<file path="src/rtl/rpsc_pkg.sv">
// Shared types and helpers for the RPSC RF-permit interlock latch.
// FSM state encoding, illegal-state recovery target and priority encoder.
package rpsc_pkg;

  typedef enum logic [1:0] {
    PERMIT  = 2'd0,
    TRIPPED = 2'd1,
    RESTORE = 2'd2
  } rpsc_state_e;

  // The unused code 3 is treated as corrupted state and forced to the fail-safe state.
  localparam rpsc_state_e RECOVERY_STATE = TRIPPED;

  // Lowest set bit wins; returns 0 for an all-zero vector.
  function automatic logic [4:0] lowest_set_index(input logic [31:0] v);
    logic [4:0] idx;
    idx = 5'd0;
    for (int i = 31; i >= 0; i--) begin
      if (v[i]) idx = 5'(i);
    end
    return idx;
  endfunction

endpackage

</file>
<file path="src/rtl/rpsc_debounce.sv">
// One fault channel: two-flop synchroniser followed by a run-length debouncer.
// The debounced bit only moves after DEBOUNCE consecutive samples disagreeing with it.
module rpsc_debounce #(
  parameter int DEBOUNCE = 4
) (
  input  logic clk,
  input  logic rst,
  input  logic i_raw,
  output logic o_deb
);

  logic       sync_q1;
  logic       sync_q2;
  logic [7:0] run_cnt;
  logic       deb_q;

  // NOTE: every clocked block uses non-blocking assignments so all flops sample pre-edge values.
  always_ff @(posedge clk or posedge rst) begin
    if (rst) begin
      sync_q1 <= 1'b0;
      sync_q2 <= 1'b0;
    end else begin
      sync_q1 <= i_raw;
      sync_q2 <= sync_q1;
    end
  end

  always_ff @(posedge clk or posedge rst) begin
    if (rst) begin
      run_cnt <= 8'd0;
      deb_q   <= 1'b0;
    end else if (sync_q2 == deb_q) begin
      run_cnt <= 8'd0;
    end else if (run_cnt == 8'(DEBOUNCE - 1)) begin
      run_cnt <= 8'd0;
      deb_q   <= sync_q2;
    end else begin
      run_cnt <= run_cnt + 8'd1;
    end
  end

  assign o_deb = deb_q;

endmodule

</file>
<file path="src/rtl/rpsc_interlock_latch.sv">
// RF-permit interlock: debounced fault channels, sticky fault latch, first-cause record
// and ack + timed restore. Define RPSC_TRIP_COUNT_EN to build the saturating trip counter.
module rpsc_interlock_latch
  import rpsc_pkg::*;
#(
  parameter int N_FAULT     = 8,
  parameter int DEBOUNCE    = 4,
  parameter int RESTORE_CYC = 1000
) (
  input  logic                       clk,
  input  logic                       reset,
  input  logic [N_FAULT-1:0]         i_fault,
  input  logic [N_FAULT-1:0]         i_mask,
  input  logic                       i_ack,
  output logic                       o_Not_RF_PERM,
  output logic                       o_Not_Alarm,
  output logic [N_FAULT-1:0]         o_fault_latched,
  output logic [$clog2(N_FAULT)-1:0] o_first_fault,
  output logic                       o_first_valid,
  output logic [1:0]                 o_state,
  output logic [15:0]                o_trip_count
);

  localparam int FW = $clog2(N_FAULT);
  localparam int RW = ($clog2(RESTORE_CYC) < 1) ? 1 : $clog2(RESTORE_CYC);

  logic [1:0]         rst_sync;
  logic               rst_int;
  logic [N_FAULT-1:0] deb;
  logic [N_FAULT-1:0] f;
  logic               any_f;

  rpsc_state_e        state;
  logic [N_FAULT-1:0] latched;
  logic [FW-1:0]      first_idx;
  logic               first_valid;
  logic [RW-1:0]      restore_cnt;

  // Assert asynchronously, release only after two clean edges so no flop sees a runt release.
  always_ff @(posedge clk or posedge reset) begin
    if (reset) rst_sync <= 2'b11;
    else       rst_sync <= {rst_sync[0], 1'b0};
  end
  assign rst_int = rst_sync[1];

  for (genvar i = 0; i < N_FAULT; i++) begin : g_ch
    rpsc_debounce #(.DEBOUNCE(DEBOUNCE)) u_deb (
      .clk   (clk),
      .rst   (rst_int),
      .i_raw (i_fault[i]),
      .o_deb (deb[i])
    );
  end

  assign f     = deb & ~i_mask;
  assign any_f = |f;

  always_ff @(posedge clk or posedge rst_int) begin
    if (rst_int) begin
      state       <= TRIPPED;
      latched     <= '0;
      first_idx   <= '0;
      first_valid <= 1'b0;
      restore_cnt <= '0;
    end else begin
      case (state)
        PERMIT: begin
          if (any_f) begin
            state       <= TRIPPED;
            latched     <= latched | f;
            first_idx   <= FW'(lowest_set_index(32'(f)));
            first_valid <= 1'b1;
          end
        end
        TRIPPED: begin
          latched <= latched | f;
          if (i_ack && !any_f) begin
            state       <= RESTORE;
            restore_cnt <= '0;
          end
        end
        RESTORE: begin
          if (any_f) begin
            state   <= TRIPPED;
            latched <= latched | f;
            if (!first_valid) begin
              first_idx   <= FW'(lowest_set_index(32'(f)));
              first_valid <= 1'b1;
            end
          end else if (restore_cnt == RW'(RESTORE_CYC - 1)) begin
            state       <= PERMIT;
            latched     <= '0;
            first_idx   <= '0;
            first_valid <= 1'b0;
          end else begin
            restore_cnt <= restore_cnt + 1'b1;
          end
        end
        default: state <= RECOVERY_STATE;
      endcase
    end
  end

`ifdef RPSC_TRIP_COUNT_EN
  logic [15:0] trip_cnt;
  logic        trip_event;

  assign trip_event = any_f && (state == PERMIT || state == RESTORE);

  always_ff @(posedge clk or posedge rst_int) begin
    if (rst_int)                                  trip_cnt <= 16'd0;
    else if (trip_event && trip_cnt != 16'hFFFF)  trip_cnt <= trip_cnt + 16'd1;
  end
  assign o_trip_count = trip_cnt;
`else
  assign o_trip_count = 16'h0;
`endif

  // Permit is decoded only from the state register, never from the fault inputs.
  assign o_Not_RF_PERM   = (state != PERMIT);
  assign o_Not_Alarm     = ~|latched;
  assign o_fault_latched = latched;
  assign o_first_fault   = first_idx;
  assign o_first_valid   = first_valid;
  assign o_state         = state;

endmodule

</file>
<file path="config.mk">
export PLATFORM = sky130hd
export DESIGN_NAME = rpsc_interlock_latch
export DESIGN_NICKNAME = d
export VERILOG_FILES = /design/src/rtl/rpsc_pkg.sv /design/src/rtl/rpsc_debounce.sv /design/src/rtl/rpsc_interlock_latch.sv
export SDC_FILE = /design/constraint.sdc
export NUM_CORES = 1
export LEC_CHECK = 0
export CORE_ASPECT_RATIO = 0.6
export CORE_MARGIN = 10
export CORE_UTILIZATION = 41
export DETAILED_ROUTE_END_ITERATION = 8
export PLACE_DENSITY_LB_ADDON = 0.1
export SYNTH_ARGS = -nofsm -noshare
export SYNTH_HDL_FRONTEND = slang
export SYNTH_HIERARCHICAL = 1
export SYNTH_SLANG_ARGS = --single-unit
</file>
<file path="constraint.sdc">
create_clock -name clk -period 1 [get_ports clk]
set_input_delay 0.1 -clock clk [delete_from_list [all_inputs] [get_ports clk]]
set_output_delay 0.1 -clock clk [all_outputs]
set_load 0.05 [all_outputs]
</file>
==> results.toml <==
[run_status]
run_status = "finished, violations left"
violations = "setup timing"

[pwr]
power.share.switching = 0.347
p_total_mw = 22.6
clock_power_share = 0.277
logic_gate_share_of_total_power = 0.452
p_int_mw = 14.8
power.ir.vdd_worst_v = 0.00142
power_density_nw_per_um2 = 2470
seq_power_share = 0.271
p_leak_nw = 3.95
net-switching-power_mw = 7.84

[layout]
final_cells = 924
antenna-diode-count = 0
syn_to_final_growth_pct = 65.8
n_fill_cell = 892
final_common_cell = "sky130_fd_sc_hd__buf_4"
leading_cell_types_in_the_layout_fill_and_taps_excluded = "sky130_fd_sc_hd__buf_4 (121), sky130_fd_sc_hd__dfrtp_1 (90), sky130_fd_sc_hd__buf_6 (47), sky130_fd_sc_hd__a21oi_2 (28), sky130_fd_sc_hd__o21ai_0 (27)"
drive_gt1_frac = 0.554
post_layout_net_count = 780

[cts]
post_cts_hold_buffer_count = 0
cts.sink_count = 114
worst_setup_hold_path_clk_slew_ps = 60
htree_num_levels = 4
numCtsBuffers = 17
clockBufferDepth = 2
clock_latency_ps = 420
clock_tree_from_tritoncts = "done"
ctsRootBufferMaster = "sky130_fd_sc_hd__clkbuf_16"

[routing]
route.detailed.wl_per_inst_um = 16.3
via_per_inst = 5.04
routed_wire_length_on_met2_um = 7530
route.antenna.remaining_nets = 0
maxUsedRoutingLayer = "met4"
num_vias = 4655
detailed_routing_wirelength_on_met1_um = 6620
detail_route.drc_violations = 0
drt_first_iter_violations = 293
dr_wl_met3_um = 717
dr.pass1.iters = 4
wirelength_um = 15000

[sta]
fmax_mhz = 435
finalCriticalPeriod_ps = 2300
report.final.setup_viol = 108
grt_setup_unrepaired = "yes"
final.period_utilization = 2.30
post-route-worst-setup-slack_ps = -1300
slew_viol_final = 0
finalClockSkew_ps = 10.2
hold_viol_final = 0

[global_routing]
grt_pass1_wl_um = 24800
number_of_global_route_vias_before_repair = 5049
grt_start_max_net_pins = 25
grt_antenna_before_repair = 0
gr-usage-all-layers = 0.166
globalRoute.totalOverflow = 0

[floorplanning]
io_pins = 51
dieWidth_um = 170
chipHeight_um = 110
initial_utilization = 0.424
design.core.area_um2 = 13000
placement_rows = 32
fp.dieArea_um2 = 18600

[setup_path]
cp-start-kind = "register"
crit_fanout = 8
setup.worst_path.class = "register to register"
cp_data_required_time_ps = 1340
length_in_cells_of_the_worst_reg_to_reg_path = 5
crit_path_end_kind = "register"
arrival_ps = 2640

[synthesis]
ys_seq_area_frac = 0.518
yosys_register_bits = 114
synth_cell_types = 47
synth.cell_area_um2 = 5520
synth-main-ff-cell = "sky130_fd_sc_hd__dfrtp_1"
synthArstFlopShare = 1.00
synth-edff-count = 0
synth.avg_cell_area_um2 = 10.6
syn-instance-count = 522
synth-warning-count = 6

[place]
detailedPlace.worstSlack_ps = -1560
placedCellCount = 847
routabilityCongestion = 0.825
port_buffers = 34
dp.final_hpwl_um = 9750

[worst_hold_path]
class_of_the_tightest_hold_or_removal_check = "input port to async pin"

[flow_run]
drv.max_cap_violation_count = 0
## power by group through the flow
stage	clock network, mW	logic, mW	registers [mW]
global placement	0	6.97	6.11
floorplan	0	3.38	6.56
finish	6.27	10.2	6.12
CTS	6.38	8.76	6.10
global route	6.61	10.9	6.21
detailed placement	0	7.09	6.16
## Yosys cell counts (2+ instances only)
cell type / n / area share
sky130_fd_sc_hd__nor3_1: 11 / 0.010
sky130_fd_sc_hd__a21o_1: 8 / 0.011
sky130_fd_sc_hd__nand2_1: 28 / 0.019
sky130_fd_sc_hd__dfstp_2: 3 / 0.014
sky130_fd_sc_hd__o2bb2ai_1: 2 / 0.0032
sky130_fd_sc_hd__o31ai_1: 3 / 0.0041
sky130_fd_sc_hd__a21oi_1: 24 / 0.022
sky130_fd_sc_hd__or3_1: 27 / 0.031
sky130_fd_sc_hd__a22o_1: 8 / 0.013
sky130_fd_sc_hd__clkbuf_1: 2 / 0.0014
sky130_fd_sc_hd__xor2_1: 16 / 0.025
sky130_fd_sc_hd__mux2i_1: 2 / 0.0036
sky130_fd_sc_hd__nor2b_4: 3 / 0.0075
sky130_fd_sc_hd__nand4_2: 8 / 0.018
sky130_fd_sc_hd__buf_4: 16 / 0.022
sky130_fd_sc_hd__inv_1: 31 / 0.021
sky130_fd_sc_hd__nand2b_1: 3 / 0.0034
sky130_fd_sc_hd__xnor2_1: 16 / 0.025
sky130_fd_sc_hd__nor2_1: 50 / 0.034
sky130_fd_sc_hd__nor4b_2: 8 / 0.022
sky130_fd_sc_hd__or4_1: 6 / 0.0082
sky130_fd_sc_hd__nor2b_1: 7 / 0.0079
sky130_fd_sc_hd__o21ai_1: 5 / 0.0045
sky130_fd_sc_hd__dfrtp_1: 111 / 0.50
sky130_fd_sc_hd__nand3_1: 36 / 0.033
sky130_fd_sc_hd__ha_1: 20 / 0.045
sky130_fd_sc_hd__o21ai_0: 28 / 0.025
sky130_fd_sc_hd__a21oi_2: 8 / 0.013
sky130_fd_sc_hd__nor4_1: 3 / 0.0034
sky130_fd_sc_hd__mux2_2: 11 / 0.022
sky130_fd_sc_hd__nand4_1: 2 / 0.0023
## path summary, 6_finish.rpt
| check | startpoint | endpoint | slack, ps |
|---|---|---|---|
| worst max-delay path | g_ch[0].u_deb/o_deb | restore_cnt[8] | -1300 |
| worst min-delay path | reset | rst_sync[1] | 40 |
| worst max register to register | g_ch[0].u_deb/o_deb | restore_cnt[8] | -1300 |
| worst min register to register | g_ch[4].u_deb/sync_q1 | g_ch[4].u_deb/sync_q2 | 350 |
| max in group asynchronous | rst_sync[1] | g_ch[4].u_deb/run_cnt[3] | 280 |
| min in group clk | i_fault[3] | g_ch[3].u_deb/sync_q1 | 120 |
## metrics by stage
step / TNS (ps) / instance area (um^2) / utilization / hold slack (ps)
detailed placement: -49610 / 7280 / 0.560 / 336
finish: -46810 / 9150 / 0.703 / 41.0
CTS: -44980 / 8640 / 0.664 / 33.5
global placement: -47080 / 7280 / 0.560 / 332
floorplan: -38940 / 5770 / - / 11.5
global route: -53410 / 9150 / 0.703 / 44.0
## layer usage
layer,track usage,vias up
met4,0.0592,0
li1,-,2242
met2,0.279,101
met3,0.0422,19
met1,0.205,2293
met5,0,-
## worst max-delay path, cell delays in order, from the launching register on
cell and delay, ps:
sky130_fd_sc_hd__dfrtp_1 370, sky130_fd_sc_hd__nor2b_4 130, sky130_fd_sc_hd__or4_4 530, sky130_fd_sc_hd__or4_4 610, sky130_fd_sc_hd__or4_4 450, sky130_fd_sc_hd__a21oi_2 140
## cell families after synthesis
logic type | Yosys count | share of synthesized area
AOI/OAI and AO/OA | 92 | 0.104
xor gates and xnor gates | 32 | 0.0508
adders and majority gates | 20 | 0.0454
buffers and inverters | 50 | 0.0451
DFF | 114 | 0.518
muxes | 13 | 0.0261
other | 1 | 0.000680
and+or+nand+nor | 200 | 0.210
## area by class of cell
type                    count  area [um^2]  share of cell area
multi-input cells         374         3360               0.367
clock buffers              17          425              0.0465
well taps                 170          213              0.0232
inverters                  31          123              0.0134
flip-flops and latches    114         2890               0.316
repair buffers            203         1960               0.214
clock inverters            15          183              0.0200
## sequential cells by signal, indices dropped and copies added (netlist names)
signal              cells
rst_sync                2
o_first_fault           3
g_ch.u_deb/sync_q1      8
g_ch.u_deb/o_deb        8
o_state                 2
restore_cnt            10
o_first_valid           1
g_ch.u_deb/sync_q2      8
o_fault_latched         8
g_ch.u_deb/run_cnt     64
## timing repair
action | CTS | global route
hold endpoints to repair | 0 | 0
setup endpoints to repair | 111 | 112
setup buffers | 36 | 27
cloned | 0 | 0
pin swaps | 56 | 44
resized for setup | 130 | 99
(Power assumes the default switching activity.)
